**config.mk**
```make
export PLATFORM = sky130hd
export DESIGN_NAME = vga_timing_gen
export DESIGN_NICKNAME = d
export VERILOG_FILES = /design/src/rtl/vga_pkg.sv /design/src/rtl/vga_timing_axis.sv /design/src/rtl/vga_timing_gen.sv
export SDC_FILE = /design/constraint.sdc
export NUM_CORES = 1
export LEC_CHECK = 0
export ABC_CLOCK_PERIOD_IN_PS = 3000
export BUFFER_PORTS_ARGS = -buffer_cell sky130_fd_sc_hd__buf_2
export CORE_ASPECT_RATIO = 1.4
export CORE_MARGIN = 8
export CORE_UTILIZATION = 54
export CTS_CLUSTER_SIZE = 24
export DETAILED_ROUTE_END_ITERATION = 8
export PLACE_DENSITY = 0.87
export SYNTH_ARGS = -nofsm -noshare
export SYNTH_HDL_FRONTEND = slang
export SYNTH_SLANG_ARGS = --single-unit
export TNS_END_PERCENT = 5
```
**constraint.sdc**
```tcl
create_clock -name clk -period 3 [get_ports clk]
set_input_delay 0.15 -clock clk [delete_from_list [all_inputs] [get_ports clk]]
set_output_delay 0.15 -clock clk [all_outputs]
set_load 0.02 [all_outputs]
```
**src/rtl/vga_pkg.sv**
```systemverilog
// rtl/vga_pkg.sv - shared video timing types, default modes and helpers
package vga_pkg;

  // Widest axis field carried in the timing struct; CNT_W must not exceed it.
  localparam int VGA_AXIS_W = 16;
  // Width wide enough to hold the sum of four axis fields without overflow.
  localparam int VGA_SUM_W  = VGA_AXIS_W + 2;

  typedef struct packed {
    logic [VGA_AXIS_W-1:0] active;
    logic [VGA_AXIS_W-1:0] fp;
    logic [VGA_AXIS_W-1:0] sync;
    logic [VGA_AXIS_W-1:0] bp;
  } vga_axis_t;

  // 800x600@60 (40 MHz pixel clock)
  localparam vga_axis_t VGA_H_800X600 = '{active: 16'd800, fp: 16'd40, sync: 16'd128, bp: 16'd88};
  localparam vga_axis_t VGA_V_800X600 = '{active: 16'd600, fp: 16'd1,  sync: 16'd4,   bp: 16'd23};

  // 640x480@60 (25.175 MHz pixel clock)
  localparam vga_axis_t VGA_H_640X480 = '{active: 16'd640, fp: 16'd16, sync: 16'd96,  bp: 16'd48};
  localparam vga_axis_t VGA_V_640X480 = '{active: 16'd480, fp: 16'd10, sync: 16'd2,   bp: 16'd33};

  // Total number of pixels (or lines) on one axis.
  function automatic logic [VGA_SUM_W-1:0] axis_total(input vga_axis_t a);
    return VGA_SUM_W'(a.active) + VGA_SUM_W'(a.fp) + VGA_SUM_W'(a.sync) + VGA_SUM_W'(a.bp);
  endfunction

  // Replace every zero field of a runtime timing with the fallback value.
  function automatic vga_axis_t axis_merge(input vga_axis_t cfg, input vga_axis_t dflt);
    vga_axis_t r;
    r.active = (cfg.active == '0) ? dflt.active : cfg.active;
    r.fp     = (cfg.fp     == '0) ? dflt.fp     : cfg.fp;
    r.sync   = (cfg.sync   == '0) ? dflt.sync   : cfg.sync;
    r.bp     = (cfg.bp     == '0) ? dflt.bp     : cfg.bp;
    return r;
  endfunction

endpackage

```
**src/rtl/vga_timing_axis.sv**
```systemverilog
// rtl/vga_timing_axis.sv - one timing axis: counter, sync and blank decode
module vga_timing_axis
  import vga_pkg::*;
#(
  parameter int CNT_W = 11
) (
  input  logic             clk,
  input  logic             rst,
  input  logic             step_i,
  input  vga_axis_t        lim_i,
  input  logic             pol_i,
  output logic [CNT_W-1:0] count_o,
  output logic             sync_o,
  output logic             blnk_o,
  output logic             wrap_o,
  output logic [CNT_W-1:0] nxt_count_o,
  output logic             nxt_blnk_o
);

  logic [CNT_W-1:0]     count_q, count_d;
  logic                 sync_q, blnk_q;
  logic [VGA_SUM_W-1:0] sync_start, sync_stop, total, count_ext, nxt_ext;
  logic                 last, nxt_in_sync;

  // Axis boundaries are computed wide so short counters never alias.
  assign sync_start = VGA_SUM_W'(lim_i.active) + VGA_SUM_W'(lim_i.fp);
  assign sync_stop  = sync_start + VGA_SUM_W'(lim_i.sync);
  assign total      = axis_total(lim_i);
  assign count_ext  = VGA_SUM_W'(count_q);
  assign last       = (count_ext == total - VGA_SUM_W'(1));
  assign wrap_o     = step_i & last;

  // Next count: advance on step, wrap to zero after the last position.
  always_comb begin
    count_d = count_q;
    if (step_i) begin
      count_d = last ? '0 : count_q + CNT_W'(1);
    end
  end

  assign nxt_ext     = VGA_SUM_W'(count_d);
  assign nxt_in_sync = (nxt_ext >= sync_start) && (nxt_ext < sync_stop);
  assign nxt_blnk_o  = (nxt_ext >= VGA_SUM_W'(lim_i.active));
  assign nxt_count_o = count_d;

  // Counter plus registered sync/blank that always decode the registered count.
  always_ff @(posedge clk) begin
    if (rst) begin
      count_q <= '0;
      sync_q  <= ~pol_i;
      blnk_q  <= 1'b0;
    end else if (step_i) begin
      count_q <= count_d;
      sync_q  <= nxt_in_sync ? pol_i : ~pol_i;
      blnk_q  <= nxt_blnk_o;
    end
  end

  assign count_o = count_q;
  assign sync_o  = sync_q;
  assign blnk_o  = blnk_q;

endmodule

```
**src/rtl/vga_timing_gen.sv**
```systemverilog
// rtl/vga_timing_gen.sv - parametrised video timing generator; VGA_TIMING_CFG_EN adds runtime cfg_* timing
module vga_timing_gen
  import vga_pkg::*;
#(
  parameter int H_ACTIVE = 800,
  parameter int H_FP     = 40,
  parameter int H_SYNC   = 128,
  parameter int H_BP     = 88,
  parameter int V_ACTIVE = 600,
  parameter int V_FP     = 1,
  parameter int V_SYNC   = 4,
  parameter int V_BP     = 23,
  parameter bit HS_POL   = 1'b1,
  parameter bit VS_POL   = 1'b1,
  parameter int CNT_W    = 11,
  parameter int FRAME_W  = 16
) (
  input  logic               clk,
  input  logic               rst,
  input  logic               ce,
`ifdef VGA_TIMING_CFG_EN
  input  logic [CNT_W-1:0]   cfg_h_active,
  input  logic [CNT_W-1:0]   cfg_h_fp,
  input  logic [CNT_W-1:0]   cfg_h_sync,
  input  logic [CNT_W-1:0]   cfg_h_bp,
  input  logic [CNT_W-1:0]   cfg_v_active,
  input  logic [CNT_W-1:0]   cfg_v_fp,
  input  logic [CNT_W-1:0]   cfg_v_sync,
  input  logic [CNT_W-1:0]   cfg_v_bp,
`endif
  output logic [CNT_W-1:0]   hcount,
  output logic [CNT_W-1:0]   vcount,
  output logic               hsync,
  output logic               vsync,
  output logic               hblnk,
  output logic               vblnk,
  output logic               de,
  output logic               sof,
  output logic               eol,
  output logic [FRAME_W-1:0] frame_cnt
);

  localparam int H_TOTAL = H_ACTIVE + H_FP + H_SYNC + H_BP;
  localparam int V_TOTAL = V_ACTIVE + V_FP + V_SYNC + V_BP;

  localparam vga_axis_t H_PARAM = '{active: VGA_AXIS_W'(H_ACTIVE), fp: VGA_AXIS_W'(H_FP),
                                    sync: VGA_AXIS_W'(H_SYNC), bp: VGA_AXIS_W'(H_BP)};
  localparam vga_axis_t V_PARAM = '{active: VGA_AXIS_W'(V_ACTIVE), fp: VGA_AXIS_W'(V_FP),
                                    sync: VGA_AXIS_W'(V_SYNC), bp: VGA_AXIS_W'(V_BP)};

  generate
    if (H_ACTIVE < 1 || V_ACTIVE < 1) begin : g_err_active
      $error("vga_timing_gen: active region must be at least 1");
    end
    if (H_FP < 1 || H_SYNC < 1 || H_BP < 1 || V_FP < 1 || V_SYNC < 1 || V_BP < 1) begin : g_err_porch
      $error("vga_timing_gen: porch and sync widths must be at least 1");
    end
    if (CNT_W < 1 || CNT_W > VGA_AXIS_W) begin : g_err_width
      $error("vga_timing_gen: CNT_W out of range");
    end else if (H_TOTAL > (1 << CNT_W) || V_TOTAL > (1 << CNT_W)) begin : g_err_total
      $error("vga_timing_gen: total does not fit in CNT_W");
    end
  endgenerate

  vga_axis_t            h_lim, v_lim;
  logic                 started_q;
  logic                 de_q, sof_q, eol_q;
  logic [FRAME_W-1:0]   frame_q;
  logic                 h_step, h_wrap, v_wrap, frame_wrap;
  logic [CNT_W-1:0]     h_cnt_d, v_cnt_d;
  logic                 h_blnk_d, v_blnk_d;
  logic [VGA_SUM_W-1:0] h_last;

  assign h_step     = ce & started_q;
  assign frame_wrap = h_wrap & v_wrap;

`ifdef VGA_TIMING_CFG_EN
  vga_axis_t h_lim_q, v_lim_q, h_cfg, v_cfg;

  assign h_cfg = '{active: VGA_AXIS_W'(cfg_h_active), fp: VGA_AXIS_W'(cfg_h_fp),
                   sync: VGA_AXIS_W'(cfg_h_sync), bp: VGA_AXIS_W'(cfg_h_bp)};
  assign v_cfg = '{active: VGA_AXIS_W'(cfg_v_active), fp: VGA_AXIS_W'(cfg_v_fp),
                   sync: VGA_AXIS_W'(cfg_v_sync), bp: VGA_AXIS_W'(cfg_v_bp)};

  // Shadow timing: parameters after reset, runtime cfg latched only at frame wrap.
  always_ff @(posedge clk) begin
    if (rst) begin
      h_lim_q <= H_PARAM;
      v_lim_q <= V_PARAM;
    end else if (frame_wrap) begin
      h_lim_q <= axis_merge(h_cfg, H_PARAM);
      v_lim_q <= axis_merge(v_cfg, V_PARAM);
    end
  end

  assign h_lim = h_lim_q;
  assign v_lim = v_lim_q;
`else
  assign h_lim = H_PARAM;
  assign v_lim = V_PARAM;
`endif

  vga_timing_axis #(.CNT_W(CNT_W)) u_h_axis (
    .clk         (clk),
    .rst         (rst),
    .step_i      (h_step),
    .lim_i       (h_lim),
    .pol_i       (HS_POL),
    .count_o     (hcount),
    .sync_o      (hsync),
    .blnk_o      (hblnk),
    .wrap_o      (h_wrap),
    .nxt_count_o (h_cnt_d),
    .nxt_blnk_o  (h_blnk_d)
  );

  vga_timing_axis #(.CNT_W(CNT_W)) u_v_axis (
    .clk         (clk),
    .rst         (rst),
    .step_i      (h_wrap),
    .lim_i       (v_lim),
    .pol_i       (VS_POL),
    .count_o     (vcount),
    .sync_o      (vsync),
    .blnk_o      (vblnk),
    .wrap_o      (v_wrap),
    .nxt_count_o (v_cnt_d),
    .nxt_blnk_o  (v_blnk_d)
  );

  assign h_last = axis_total(h_lim) - VGA_SUM_W'(1);

  // Position-derived flags registered from the next position so they line up with the counters.
  always_ff @(posedge clk) begin
    if (rst) begin
      started_q <= 1'b0;
      de_q      <= 1'b0;
      sof_q     <= 1'b0;
      eol_q     <= 1'b0;
      frame_q   <= '0;
    end else if (ce) begin
      started_q <= 1'b1;
      de_q      <= ~h_blnk_d & ~v_blnk_d;
      sof_q     <= (h_cnt_d == '0) && (v_cnt_d == '0);
      eol_q     <= (VGA_SUM_W'(h_cnt_d) == h_last);
      if (frame_wrap) begin
        frame_q <= frame_q + FRAME_W'(1);
      end
    end
  end

  assign de        = de_q;
  assign sof       = sof_q;
  assign eol       = eol_q;
  assign frame_cnt = frame_q;

endmodule

```
Word level (Yosys, flattened, before mapping)
Cells that the tools add are included.

storage, ports and cells
  bits in registers = 46
  input bits = 3
  output and inout bits = 45

cells by class
  add/subtract/negate cells = 3
  $lt $le $gt $ge = 6
  equal/unequal tests = 3
  multiplexer cells = 6
  bitwise logic cells = 7
  reductions and logical operators = 6

operators with widths
  operator                                                              count
  greater-or-equal comparator 11 x 10 -> 1 bit (second input constant)  4
  2-to-1 mux 11 bit                                                     4
  adder 11 x 1 -> 11 bit (second input constant)                        2
  equality test 11 bit (second input constant)                          2
  zero test 11 bit                                                      2
  less-than comparator 11 x 10 -> 1 bit (second input constant)         2
  adder 16 x 1 -> 16 bit (second input constant)                        1
  equality test 11 x 10 -> 1 bit (second input constant)                1
  bitwise AND 1 bit                                                     5
  logical AND 1 bit                                                     3
  2-to-1 mux 1 bit                                                      2
  NOT 1 bit                                                             2
  AND reduction 2 bit                                                   1

Logic depth before layout (Yosys ltp)
  depth after elaboration = 6
  mapped depth = 11

Cells and area by module
Synthesis repeated with hierarchy kept, for this count alone.

second synthesis, totals
  cell total of the unflattened synthesis = 1301
  area, all modules = 9724.3 um^2

modules (own cells, without submodules)
  module                      instances  cells each  area each (um^2)  seq. area each (um^2)
  vga_timing_axis (u_v_axis)  1          610         4483.0            270.3
  vga_timing_axis (u_h_axis)  1          580         4294.1            270.3
  vga_timing_gen              1          111         947.2             400.4

Worst setup path after synthesis
OpenSTA, ideal clock, no wires.

  kind = reg2reg
  from = reg u_h_axis.count_q[0], in the netlist u_h_axis.count_o[0]
  to = reg sof_q, in the netlist sof
  library setup time = 84 ps
  data arrival time = 2554 ps
  required time = 2916 ps
  path slack = 362 ps
  cell stages (with the launch flop) = 10
  path buffers = 1
  cell sequence = dfxtp_1 > ha_1 > and3_1 > clkbuf_1 > nand4_1 > nor3_1 > mux2i_1 > nand4b_1 > or4_1 > o31ai_2

between the ends
  longest elaborated chain between the ends = 5

RTL lines
  element                                                         RTL line                                      RTL
  start, declared                                                 vga_timing_axis.sv:20                         logic [CNT_W-1:0] count_q, count_d;
  start signal, assigned                                          vga_timing_axis.sv:53                         count_q <= count_d;
  adder 11 x 1 -> 11 bit or equality test 11 bit (tied branches)  vga_timing_axis.sv:37, vga_timing_axis.sv:30
  2-to-1 mux 11 bit or bitwise AND 1 bit (tied branches)          vga_timing_axis.sv:37, vga_timing_axis.sv:31
  2-to-1 mux 11 bit                                               vga_timing_axis.sv:36                         if (step_i) begin
  zero test 11 bit                                                vga_timing_gen.sv:144                         sof_q <= (h_cnt_d == '0) && (v_cnt_d == '0);
  logical AND 1 bit (*)                                           vga_timing_gen.sv:144
  end signal, assigned                                            vga_timing_gen.sv:144
  end, declared                                                   vga_timing_gen.sv:67                          logic de_q, sof_q, eol_q;

Every way passes the cells marked *; elsewhere a longest branch is shown, timed or not.
A chain may end at the register's enable or synchronous reset.

Worst setup path after layout
Same ends and word-level chain as after synthesis.

==> results.txt <==
- Initial core utilization: a little under three fifths
* Fraction of layout instances using a drive strength above 1: between 20 and 25%
- Total I/O pin count: 48
- The worst setup path is captured at a flop.
- The run finished with clean final reports.
- For this block, the via count after detailed routing is around 2300.
- Of the available clock period, the critical path in the final layout requires between 90% and 100%.
- Entering global routing, the biggest net connects 48 pins.
- Relative to the synthesized area, the layout overhead comes to 16.6%.
* Clock latency reported for the late side of the worst-skew pair: a little over 0.3 ns
* Count of flip-flops with a built-in enable after synthesis: 0
- Number of register bits inferred by synthesis: 46
* Final count of negative-setup-slack endpoints: 0
* Postcts setup bufs: 0
* Portion of the post-synthesis area used by sequential elements: 38.8%
* Net count of the mapped netlist: 304
- Data arrives at the worst endpoint at a little under 3 ns.
- Startpoint of the most critical setup path: u_h_axis.count_o[0]$_SDFFE_PP0N_
- Global router's overall resource usage: around 18%
- Hold WS: ~0.21 ns
- Across the run, the number of max-cap violations was 0.
- Dividing total power by cell area gives a power density of ~390 nW/µm².
* Leading register cell type out of synthesis: sky130_fd_sc_hd__dfxtp_1
* Fill cell count: 360
- In this run the critical register-to-register path is launched from u_h_axis.count_o[0]$_SDFFE_PP0N_.
- For this run, the number of Yosys warnings is 0.
- The hold violation total from the final report came to 0.
* Number of buffers inserted for hold repair after clock tree synthesis: 0
- Counting every sink on the clock net gives 46.
- Leaving out fill and tap cells, the most frequent cell in the layout is sky130_fd_sc_hd__nor2_1.
- Clock transition at the registers of the reported paths: ~0.08 ns
- Counting flops with an async set or reset pin after synthesis yields a share of 0%.
- The critical path is of the flop to flop type.
- Timing analysis after detailed placement gives a worst setup slack of ~0.32 ns.
* Number of standard-cell rows in the floorplan: 28
- Netlist area before placement: between 2000 and 2500 µm²
- Final Wtd Congestion: roughly 0.9
* Required time worst endpoint: between 3 and 4 ns
* Post-Synthesis Mean Instance Area: approximately 8 µm²
* Layout Utilization: 65.3%
- The netlist uses 47 different library cells.
- First-pass GRT wire length: slightly below 10 mm
- Placed cell areas: between 2000 and 3000 µm²
- In this run the most critical hold path is launched from ce.
* Net total in the final layout: about 350
- Final routed DRC violation total: 0
- The floorplan step defined a core boundary enclosing 4240 µm².
- DIE HEIGHT: ~94 µm
- In this run, the number of DRC markers left after iteration 0 of detailed routing was about 300.
* Max-slew violation total from the final report: 0
- Setup repair after global routing left no endpoint under its margin.
* Leakage power figure: between 1 and 1.5 nW
- The via count of the first global-routing pass came to approximately 2200.
- Across the VDD grid, the largest voltage drop is 0.232 mV.
- Detailed placement finished with a half-perimeter wire length of roughly 4.2 mm.
- TritonCTS clock tree: done
- Fmax: roughly 0.36 GHz
- Maximum fanout encountered on the critical timing path: 7
- Antenna violations before repair: 0
- Summed over all layers, the routed wires come to approximately 5.7 mm.
* Number of gates resized after cts: 0
- Synthesis produced a netlist whose cell count is just under 300.
* DRT Pass-1 Iters: 4
* Aggregate global routing overflow: 0
- Clk buf depth: 2
* Setup tns final: 0 ns
* Launching element type of the critical path: flop
- The worst pin sits at a relative slew slack of between 40 and 50%.
- The die covers just under 7000 µm².
- After layout, the worst setup slack is between 0.2 and 0.3 ns.
- In this run the worst hold path is classified as input port to flop.
* CTS H-tree depth: 2
- In the routed layout, each cell is associated on average with a via count of about 5.7.
- The detail route stage leaves a number of antenna-violating nets equal to 0.
- Root cell of the clock tree: sky130_fd_sc_hd__clkbuf_8
- The top cell types in the final layout, fill and taps aside, are sky130_fd_sc_hd__nor2_1 (49), sky130_fd_sc_hd__buf_2 (47), sky130_fd_sc_hd__dfxtp_1 (46).
* Skew final: a little under 0.007 ns
- Antenna diode instance count: 0
- Post-DR wirelength/cell: between 10 and 15 µm
* Final standard cell area without fillers: about 2800 µm²
- The count of buffers added on input and output ports is 47.
- CTS Buf Count: 5
- Counting I/O delays and the setup requirement, the final critical path takes 2.74 ns.
- In this run the horizontal extent of the chip is around 72 µm.
- For the pin with the worst max-slew slack, the measured transition is between 0.8 and 0.9 ns.
[layer usage]
layer	GRT usage, %	share of wire [%]	up-vias
li1	-	-	1131
met1	20.5	41	1055
met2	29.3	49	83
met3	4.88	7.4	17
met4	9.23	2.7	0
met5	0	0	-
[state kept, by name (all words and copies together), names as in the netlist]
name	flops
de	1
u_h_axis.blnk_o	1
u_h_axis.count_o	11
sof	1
eol	1
frame_cnt	16
u_v_axis.count_o	11
u_v_axis.blnk_o	1
u_h_axis.sync_o	1
started_q	1
u_v_axis.sync_o	1
[report_power, final]
group          switching, mW  internal (mW)
logic                 0.0265         0.0120
clock network          0.214          0.211
registers            0.00542          0.615
[cells in the mapped netlist, drive strengths merged, types with 3 or more instances]
master | number | area, µm²
nor2b | 5 | 31.3
o22ai | 3 | 18.8
nand2 | 28 | 105
inv | 6 | 22.5
xnor2 | 13 | 114
a21oi | 12 | 63.8
buf | 4 | 18.8
o31ai | 4 | 35.0
xor2 | 14 | 123
and3 | 11 | 71.3
nor2 | 49 | 184
nor3 | 9 | 45.0
clkbuf | 11 | 41.3
o21ai | 13 | 65.1
nand3 | 17 | 85.1
nand4 | 11 | 68.8
nor3b | 3 | 22.5
ha | 3 | 37.5
and2 | 5 | 32.5
or3 | 5 | 31.3
dfxtp | 46 | 921
and4 | 3 | 26.3
[layout make-up]
class	count	area [µm²]	area share, %
sequential	46	921	33.3
multi-input combinational	231	1370	49.5
inverter	6	22.5	0.814
timing repair buffer	52	273	9.86
tap	60	75.1	2.71
clock buffer	7	96.3	3.48
clock inverter	1	8.76	0.317
[per-stage QoR]
stage               std cells  total power [mW]
global route              403              1.12
finish                    403              1.08
floorplan                 298             0.663
global placement          395             0.672
detailed placement        395             0.673
CTS                       403              1.09
[worst max-delay path, cell delays in order (launching register included)]
cell and delay, ns:
sky130_fd_sc_hd__dfxtp_1 0.42, sky130_fd_sc_hd__ha_1 0.21, sky130_fd_sc_hd__and3_1 0.30, sky130_fd_sc_hd__nand4_1 0.17, sky130_fd_sc_hd__nor3_1 0.41, sky130_fd_sc_hd__mux2i_1 0.34, sky130_fd_sc_hd__nand4b_1 0.15, sky130_fd_sc_hd__or4_1 0.44
sky130_fd_sc_hd__o31ai_2 0.21
[worst paths after layout]
kind,to,slack [ns],cells after the start
setup / recovery,sof$_SDFFE_PP0P_,0.26,8
hold / removal,u_h_axis.blnk_o$_SDFFE_PP0N_,0.21,2
hold reg to reg,eol$_SDFFE_PP0P_,0.48,1
setup reg to reg,sof$_SDFFE_PP0P_,0.26,8
[logic make-up (layout without fill, tap and decap cells)]
group / after synthesis / count (layout) / synth area share [%]
AOI/OAI and AO/OA: 44 / 44 / 12.0
xor gates and xnor gates: 27 / 27 / 9.96
adders and majority gates: 3 / 3 / 1.58
buffers and inverters: 21 / 66 / 3.48
DFF: 46 / 46 / 38.8
muxes: 3 / 3 / 1.32
and+or+nand+nor: 154 / 154 / 32.9
No activity file was read; power rests on OpenSTA's default activity.
